## config.mk

```make
export PLATFORM = sky130hd
export DESIGN_NAME = cut_bist_driver
export DESIGN_NICKNAME = d
export VERILOG_FILES = /design/src/rtl/cut_bist_driver.sv
export SDC_FILE = /design/constraint.sdc
export NUM_CORES = 1
export LEC_CHECK = 0
export BUFFER_PORTS_ARGS = -buffer_cell sky130_fd_sc_hd__clkbuf_2
export CORE_ASPECT_RATIO = 2
export CORE_MARGIN = 2
export CORE_UTILIZATION = 45
export CTS_CLUSTER_SIZE = 24
export DETAILED_ROUTE_END_ITERATION = 16
export HOLD_SLACK_MARGIN = 0.15
export PLACE_DENSITY = 0.68
export SYNTH_ARGS = -nofsm -noshare
export SYNTH_HDL_FRONTEND = slang
export SYNTH_SLANG_ARGS = --single-unit
```

## constraint.sdc

```tcl
create_clock -name blif_clk_net -period 2.7 [get_ports blif_clk_net]
set_input_delay 0.27 -clock blif_clk_net [delete_from_list [all_inputs] [get_ports blif_clk_net]]
set_output_delay 0.27 -clock blif_clk_net [all_outputs]
set_load 0.02 [all_outputs]
```

## src/rtl/cut_bist_driver.sv

```systemverilog
// BIST driver: LFSR stimulus into the CUT, MISR compaction of its outputs, start/busy/done sequencing.
// Latency: done rises 1+N*(S+2) cycles after the start edge; abort returns to IDLE in one cycle.
module cut_bist_driver #(
    parameter int             IN_W  = 15,
    parameter int             OUT_W = 11,
    parameter int             CNT_W = 16,
    parameter logic [IN_W-1:0] SEED = 15'h0001
) (
    input  logic             blif_clk_net,
    input  logic             blif_reset_net,
    input  logic             start,
    input  logic             abort,
    input  logic [CNT_W-1:0] num_patterns,
    input  logic [3:0]       settle_cycles,
    output logic [IN_W-1:0]  cut_in,
    input  logic [OUT_W-1:0] cut_out,
    output logic             busy,
    output logic             done,
    output logic [OUT_W-1:0] signature,
    output logic [CNT_W-1:0] pattern_count
);

    typedef enum logic [2:0] {
        S_IDLE,
        S_LOAD,
        S_APPLY,
        S_CAPTURE,
        S_DONE
    } state_t;

    state_t           state;
    logic [IN_W-1:0]  lfsr;
    logic [OUT_W-1:0] misr;
    logic [CNT_W-1:0] cnt;
    logic [CNT_W-1:0] n_lat;
    logic [3:0]       s_lat;
    logic [3:0]       settle_cnt;
    logic             busy_r;
    logic             done_r;

    logic [CNT_W-1:0] cnt_nxt;
    logic [IN_W-1:0]  lfsr_nxt;
    logic [OUT_W-1:0] misr_nxt;

    always_comb begin
        cnt_nxt  = cnt + CNT_W'(1);
        lfsr_nxt = {lfsr[IN_W-2:0], lfsr[IN_W-1] ^ lfsr[IN_W-2]};
        misr_nxt = {misr[OUT_W-2:0], misr[OUT_W-1] ^ misr[OUT_W-3]} ^ cut_out;
    end

    always_ff @(posedge blif_clk_net or negedge blif_reset_net) begin
        if (!blif_reset_net) begin
            state      <= S_IDLE;
            lfsr       <= SEED;
            misr       <= '0;
            cnt        <= '0;
            n_lat      <= '0;
            s_lat      <= '0;
            settle_cnt <= '0;
            busy_r     <= 1'b0;
            done_r     <= 1'b0;
        end else begin
            case (state)
                S_IDLE, S_DONE: begin
                    // abort outranks a coincident start
                    if (abort) begin
                        state  <= S_IDLE;
                        done_r <= 1'b0;
                    end else if (start) begin
                        state  <= S_LOAD;
                        busy_r <= 1'b1;
                        done_r <= 1'b0;
                    end
                end
                S_LOAD: begin
                    if (abort) begin
                        state  <= S_IDLE;
                        busy_r <= 1'b0;
                    end else begin
                        lfsr       <= SEED;
                        misr       <= '0;
                        cnt        <= '0;
                        n_lat      <= num_patterns;
                        s_lat      <= settle_cycles;
                        settle_cnt <= '0;
                        if (num_patterns == '0) begin
                            state  <= S_DONE;
                            busy_r <= 1'b0;
                            done_r <= 1'b1;
                        end else begin
                            state <= S_APPLY;
                        end
                    end
                end
                S_APPLY: begin
                    if (abort) begin
                        state  <= S_IDLE;
                        busy_r <= 1'b0;
                    end else if (settle_cnt == s_lat) begin
                        state      <= S_CAPTURE;
                        settle_cnt <= '0;
                    end else begin
                        settle_cnt <= settle_cnt + 4'd1;
                    end
                end
                S_CAPTURE: begin
                    if (abort) begin
                        state  <= S_IDLE;
                        busy_r <= 1'b0;
                    end else begin
                        misr <= misr_nxt;
                        lfsr <= lfsr_nxt;
                        cnt  <= cnt_nxt;
                        if (cnt_nxt == n_lat) begin
                            state  <= S_DONE;
                            busy_r <= 1'b0;
                            done_r <= 1'b1;
                        end else begin
                            state <= S_APPLY;
                        end
                    end
                end
                default: begin
                    state  <= S_IDLE;
                    busy_r <= 1'b0;
                    done_r <= 1'b0;
                end
            endcase
        end
    end

    assign cut_in        = lfsr;
    assign signature     = misr;
    assign pattern_count = cnt;
    assign busy          = busy_r;
    assign done          = done_r;

endmodule

```

==> results of run 1 <==
cell families (layout without fill, tap and decap cells):
family	Yosys count	count (layout)
buffers and inverters	21	107
AOI/OAI and AO/OA	91	91
and+or+nand+nor	98	98
muxes	20	20
DFF	71	71
adders and majority gates	2	2
xor gates and xnor gates	43	43
synth_stat cells, types with 7 or more instances:
cell type | number | area, um2
nand3_1 | 7 | 35.0
clkbuf_1 | 12 | 45.0
nor2_1 | 12 | 45.0
nor4_1 | 7 | 43.8
a21oi_1 | 11 | 55.1
dfrtp_1 | 70 | 1750
a22o_1 | 15 | 131
xor2_1 | 13 | 114
o21ai_0 | 37 | 185
xnor2_1 | 28 | 245
nand2_1 | 35 | 131
mux2_2 | 20 | 225
worst paths after layout:
| check | from | endpoint | slack, ns |
|---|---|---|---|
| worst max-delay path | pattern_count[0] | busy | 0.47 |
| worst min-delay path | settle_cycles[3] | s_lat[3] | 0.17 |
| worst max register to register | pattern_count[0] | busy | 0.47 |
| worst min register to register | cut_in[9] | cut_in[10] | 0.53 |
| max in group asynchronous | blif_reset_net | pattern_count[10] | 1.43 |
| min in group asynchronous | blif_reset_net | s_lat[3] | 0.49 |
power breakdown:
| group | leakage, nW | internal (mW) | switching, mW |
|---|---|---|---|
| clock | 0.140 | 0.688 | 0.422 |
| sequential | 0.932 | 1.24 | 0.193 |
| combinational | 0.984 | 0.348 | 0.351 |
flip-flops by register name, summed over array words and instances, names as in the netlist:
| signal | flops |
|---|---|
| s_lat | 4 |
| done | 1 |
| busy | 1 |
| n_lat | 16 |
| signature | 11 |
| state | 3 |
| settle_cnt | 4 |
| cut_in | 15 |
| pattern_count | 16 |
area by class of cell:
class                      count  area [um2]
fill                         726        3480
inverter                       3        11.3
clock buffer                  12         267
timing repair buffer          89         475
multi-input combinational    254        1850
sequential                    71        1780
clock inverter                 3        17.5
tap                           96         120
per-layer routing:
layer	wire (um)	global-route usage
met2	5210	0.393
met1	3590	0.251
met3	361	0.0459
met4	311	0.110
met5	0	0
layout by cell type (no fill, tap or decap), types with 9 or more instances in the layout:
| master | n |
|---|---|
| clkbuf_2 | 77 |
| dfrtp_1 | 70 |
| o21ai_0 | 37 |
| nand2_1 | 35 |
| xnor2_1 | 28 |
| mux2_2 | 20 |
| a22o_1 | 15 |
| xor2_1 | 13 |
| nor2_1 | 12 |
| a21oi_1 | 11 |
| buf_4 | 10 |
| clkbuf_16 | 9 |
==> run metrics, run 1 <==
max_cap viols=0; post-cts sizing count=0; Setup crit end kind=flip-flop; Row Count=46; Final Slew Violations=0; PortBufs=78; outcome=complete, no violations; vias per cell=between 5 and 6; total power=around 3.2 mW; Buf/Inv on CP=0; Pwr Density=between 700 and 800 nW/um2; Die X=~68 um; hold buffers post-CTS=1; nets=465; CTS Buf Count=9; pin count of the biggest net entering global routing=27; sequential fraction of the synthesis area=0.478; final setup margin=0.469 ns; Worst VDD drop=between 0.0004 and 0.0005 V; Placed Area=approximately 4200 um2; drt initial violations=approximately 170; Synth cell types=57; CTS sink count=71; Fin Hold WS=around 0.17 ns; Max stage delay on crit path=just over 0.5 ns; die area=about 9000 um2; crit share post-route=0.826; Overflow after GRT=0; Pre-antenna DRT Iters=4; setup tns final=0 ns; number of flops mapped to enable cells by yosys=0; top_reg_cell synth=dfrtp_1; Ys Warns=0; clock latency on the worst-skew pair=between 0.3 and 0.4 ns; leakage=between 2 and 2.5 nW; Final Non-Filler Cells=approximately 530; Hold Crit Class=input port to flip-flop; Inst Count DP=approximately 500; Area Growth Syn to Fin=21.6%; Hold Fails Final Rpt=0; Worst EP required=2.90 ns; CP Launch Type=flip-flop; WP depth=6; multiplexer share of the synthesized area=0.0606; Initial Utilization=0.465; post-route design area=around 4500 um2; Bufs on Longest Clock Path=2; CTS clock-pin slew for the worst setup and hold paths=roughly 0.05 ns; utilization after layout=0.565; Final Wtd Congestion=0.927; Residual DRC=0; Synth Area in Compound Gates=0.164; CP max-delay cell=dfrtp_1; routed wire length=around 9500 um; vias in the first global route=~3,000; unrepaired setup endpoints after global routing=false; Worst-Margin Slew=around 0.63 ns; I/O pin cnt=79; CTS tree=yes; Avg Cell Area, Syn=between 10 and 15 um2; fraction of layout cells with a size suffix above 1=0.333; Synth Area in Adders=0.00673; Vias=~3,000; Core Footprint=between 8000 and 9000 um2; wire per inst=between 15 and 20 um; xor/xnor share of the synthesized area=0.107; CP arrival=between 2 and 2.5 ns; Final Critical Period=2.23 ns; final setup fails=0; Ant. Diodes=0; Max FO, Critical Path=8; Mapped Area=approximately 3700 um2; cells on worst reg2reg path=6; post-synthesis async set-or-reset flop share=1.00; Syn Inst Count=between 300 and 400; Die Ht=roughly 130 um; CP dominant cell by count=nor4_1; max_slew headroom=0.579; worst hold stages=2; pre-CTS WS=just under 0.5 ns; remaining antenna violation count=0; fmax=around 0.45 GHz; H-tree Lvls=3; #FFs+latches synth=71; largest family of logic cells by synthesized area=compound AO/OA/AOI/OAI gates; post-DP HPWL=just over 7000 um; postcts setup bufs=0; first-pass GRT wire length=15,300 um; Syn Nets=between 300 and 400; clock skew=roughly 0.0056 ns; Setup CP Type=flip-flop to flip-flop; GRT Overall Usage=0.226; simple-gate area share of the yosys netlist=0.161; Root Buffer=clkbuf_16; Crit path max-delay family=simple AND/OR/NAND/NOR gates; crit path cell chain=ha_1, nand3_2, nor4_1, o2111ai_1, nor4_1, a21oi_1; initial antenna violation count=0
No activity file was read; power rests on OpenSTA's default activity.
==> run 2: changes to the inputs <==
Settings changed: ABC_AREA set to 1.
Clock period 2.7 ns to 2.2 ns, I/O delays scaled along.
==> run 2 against run 1 <==
Wire length up 7.4%. Die area down 0.58%. Sequential cell count unchanged. Non-clock buffer count up 26. Critical endpoint unchanged.
==> run metrics, run 2 <==
vias in the first global route=3,479 (was 3,083); Final Slew Violations=0 (unchanged); largest cells by area after synthesis=dfrtp_1 (47%), nand2_1 (15%), inv_1 (5.5%), o21ai_0 (5.3%), nand3_1 (5.0%) (was dfrtp_1 (47%), xnor2_1 (6.6%), mux2_2 (6.1%), o21ai_0 (5.0%), a22o_1 (3.5%)); clock skew=0.00668 ns (was 0.00557 ns); CTS sink count=71 (unchanged); clock latency on the worst-skew pair=0.33 ns (about the same); Synth Area in Adders=0.00677 (was 0.00673); leakage=2.45 nW (was 2.06 nW); crit share post-route=0.959 (was 0.826); initial antenna violation count=0 (unchanged); Inst Count DP=644 (was 512); Final Critical Period=2.11 ns (was 2.23 ns); Worst EP required=2.43 ns (was 2.90 ns); sequential fraction of the synthesis area=0.481 (was 0.478); FILL cells=761 (was 726); Residual DRC=0 (unchanged); Die X=68.1 um (was 68.3 um); Row Count=46 (unchanged); Setup CP Type=flip-flop to flip-flop (unchanged); crit path cell chain=ha_4, nand2_4, nor2_4, buf_6, nand3_1, nand3_1, nand2_1, inv_1, nand3_2, nor2_2, nand3_2, nand2_1, nand2_2, nand2_2, nand2_1, nand2_1, nand2_1 (was ha_1, nand3_2, nor4_1, o2111ai_1, nor4_1, a21oi_1); post-route design area=4880 um2 (was 4520 um2); area of the multi-input gates=1720 um2 (was 1850 um2); CP arrival=2.34 ns (was 2.43 ns); Final Wtd Congestion=0.899 (was 0.927); Avg Cell Area, Syn=7.88 um2 (was 10.7 um2); multiplexer share of the synthesized area=0 (was 0.0606); CP max-delay cell=dfrtp_1 (unchanged); Root Buffer=clkbuf_16 (unchanged); number of flops mapped to enable cells by yosys=0 (unchanged); worst hold path endpoint=n_lat[8] (was s_lat[3]); Syn Inst Count=469 (was 346); vias per cell=5.16 (was 5.73); total power=5.01 mW (was 3.25 mW); nets=621 (was 465); die area=9000 um2 (was 9050 um2); remaining antenna violation count=0 (unchanged); min-delay src=num_patterns[8] (was settle_cycles[3]); r2r setup slk=0.09 ns (was 0.47 ns); #FFs+latches synth=71 (unchanged); Hold Fails Final Rpt=0 (unchanged); commonest non-fill, non-tap cell in the layout=nand2_1 (was clkbuf_2); CTS tree=yes (unchanged); Vias=3,535 (was 3,023); Crit path max-delay family=simple AND/OR/NAND/NOR gates (unchanged); CP Launch Type=flip-flop (unchanged); outcome=complete, no violations (unchanged); largest family of logic cells by synthesized area=simple AND/OR/NAND/NOR gates (was compound AO/OA/AOI/OAI gates); Bufs on Longest Clock Path=2 (unchanged); xor/xnor share of the synthesized area=0.0535 (was 0.107); worst hold stages=3 (was 2); Final Non-Filler Cells=685 (was 528); H-tree Lvls=3 (unchanged); count leader, synth=nand2_1 (was dfrtp_1); fmax=0.474 GHz (was 0.448 GHz); Ys Warns=0 (unchanged); Hold Crit Class=input port to flip-flop (unchanged); most frequent cells in the layout=nand2_1 (143), clkbuf_2 (77), dfrtp_1 (70) (was clkbuf_2 (77), dfrtp_1 (70), o21ai_0 (37)); Synth Area in Compound Gates=0.0972 (was 0.164); pin count of the biggest net entering global routing=35 (was 27); Max FO, Critical Path=7 (was 8); Pwr Density=1030 nW/um2 (was 718 nW/um2); first-pass GRT wire length=16,000 um (was 15,300 um); Worst VDD drop=0.000677 V (was 0.000429 V); capturing point of the worst reg2reg path=busy (unchanged); Setup crit end kind=flip-flop (unchanged); CTS clock-pin slew for the worst setup and hold paths=0.06 ns (was 0.05 ns); PortBufs=78 (unchanged); Max stage delay on crit path=0.41 ns (was 0.51 ns); Syn Nets=506 (was 383); Ant. Diodes=0 (unchanged); cells on worst reg2reg path=17 (was 6); synth cell count leaders=nand2_1 (145), dfrtp_1 (70), inv_1 (54) (was dfrtp_1 (70), o21ai_0 (37), nand2_1 (35)); Yosys top cell by area=dfrtp_1 (unchanged); post-synth top area share=0.474 (was 0.471); post-synthesis async set-or-reset flop share=1.00 (unchanged); Core Footprint=7940 um2 (was 8000 um2); CP dominant cell by count=nand2_1 (was nor4_1); wire per inst=14.9 um (was 17.9 um); post-DP HPWL=7520 um (was 7190 um); simple-gate area share of the yosys netlist=0.291 (was 0.161); Initial Utilization=0.465 (about the same); Pre-antenna DRT Iters=4 (unchanged); max_cap viols=0 (unchanged); drt initial violations=192 (was 165); CTS Buf Count=9 (unchanged); max_slew headroom=0.543 (was 0.579); Buf/Inv on CP=2 (was 0); Mapped Area=3690 um2 (was 3720 um2); Reg area=1780 um2 (unchanged); RR Startpoint=pattern_count[1] (was pattern_count[0]); Fin Hold WS=0.189 ns (was 0.170 ns); routed wire length=10,200 um (was 9470 um); fraction of layout cells with a size suffix above 1=0.239 (was 0.333); I/O pin cnt=79 (unchanged); Synth cell types=30 (was 57); top_reg_cell synth=dfrtp_1 (unchanged); Placed Area=4280 um2 (was 4230 um2); Worst-Margin Slew=0.686 ns (was 0.626 ns); Overflow after GRT=0 (unchanged); GRT Overall Usage=0.237 (was 0.226); setup tns final=0 ns (unchanged); Area Growth Syn to Fin=32.0% (was 21.6%); Die Ht=132 um (was 133 um); final setup fails=0 (unchanged)
==> run 2: cell count changes after synthesis, moves of 6 or more <==
cell     delta
a21oi_1     -9
nor2b_1     -6
inv_1      +51
nand3_1    +30
nor2_2      +6
a22o_1     -14
xnor2_1    -24
o22ai_1    +20
nor2_1     +12
mux2_2     -20
nand2_1   +110
==> run 2: what timing repair did <==
action,CTS,global route
hold buffers,20,0
endpoints found under the hold margin,44,0
setup buffers,0,5
endpoints found under the setup margin,0,3
gates resized for setup,0,18
==> run 2: routing by layer <==
| layer | global-route usage | wire length, um |
|---|---|---|
| met4 | 0.128 | 340 |
| met2 | 0.431 | 5800 |
| met5 | 0 | 0 |
| met3 | 0.0342 | 347 |
| met1 | 0.244 | 3690 |
==> run 2: metrics by stage <==
stage                     worst slack, ns   util
after floorplan                     0.186      -
after global placement              0.138  0.538
after detailed placement           0.0945  0.538
after CTS                          0.0836  0.600
after global routing              -0.0861  0.614
final                              0.0894  0.614
==> run 2: power breakdown <==
group | total [mW] | internal [mW] | switching, mW
combinational | 1.66 | 0.642 | 1.02
clock | 1.43 | 0.902 | 0.525
sequential | 1.92 | 1.64 | 0.277
total | 5.01 | 3.18 | 1.82
==> run 2: worst reg2reg max path: stages (launching register included) <==
cell,delay [ns]
dfrtp_1,0.41
ha_4,0.18
nand2_4,0.06
nor2_4,0.24
buf_6,0.14
nand3_1,0.06
nand3_1,0.08
nand2_1,0.06
inv_1,0.07
nand3_2,0.10
nor2_2,0.14
nand3_2,0.08
nand2_1,0.09
nand2_2,0.08
nand2_2,0.08
nand2_1,0.05
nand2_1,0.05
nand2_1,0.04
==> run 2: cells by family (layout without fill, tap and decap cells) <==
family	after synthesis	after routing
simple gates	242	242
flops	71	71
buf+inv	68	188
compound gates	65	65
xor+xnor	21	21
fa+ha+maj	2	2
==> run 2: how the worst max path moves through the flow <==
stage	start	to	slack, ns	cells past startpoint
after floorplan	pattern_count[0]	busy	0.19	16
after global placement	pattern_count[0]	busy	0.14	16
after detailed placement	pattern_count[0]	busy	0.09	16
after CTS	pattern_count[0]	busy	0.08	16
after global routing	pattern_count[1]	busy	-0.09	17
final	pattern_count[1]	busy	0.09	17
==> run 2: area by class of cell <==
| class | count | area share |
|---|---|---|
| Timing Repair Buffer | 115 | 0.154 |
| Sequential cell | 71 | 0.365 |
| Clock buffer | 12 | 0.0505 |
| Multi-Input combinational cell | 330 | 0.353 |
| Inverter | 57 | 0.0439 |
| Tap cell | 96 | 0.0246 |
| Clock inverter | 4 | 0.00924 |
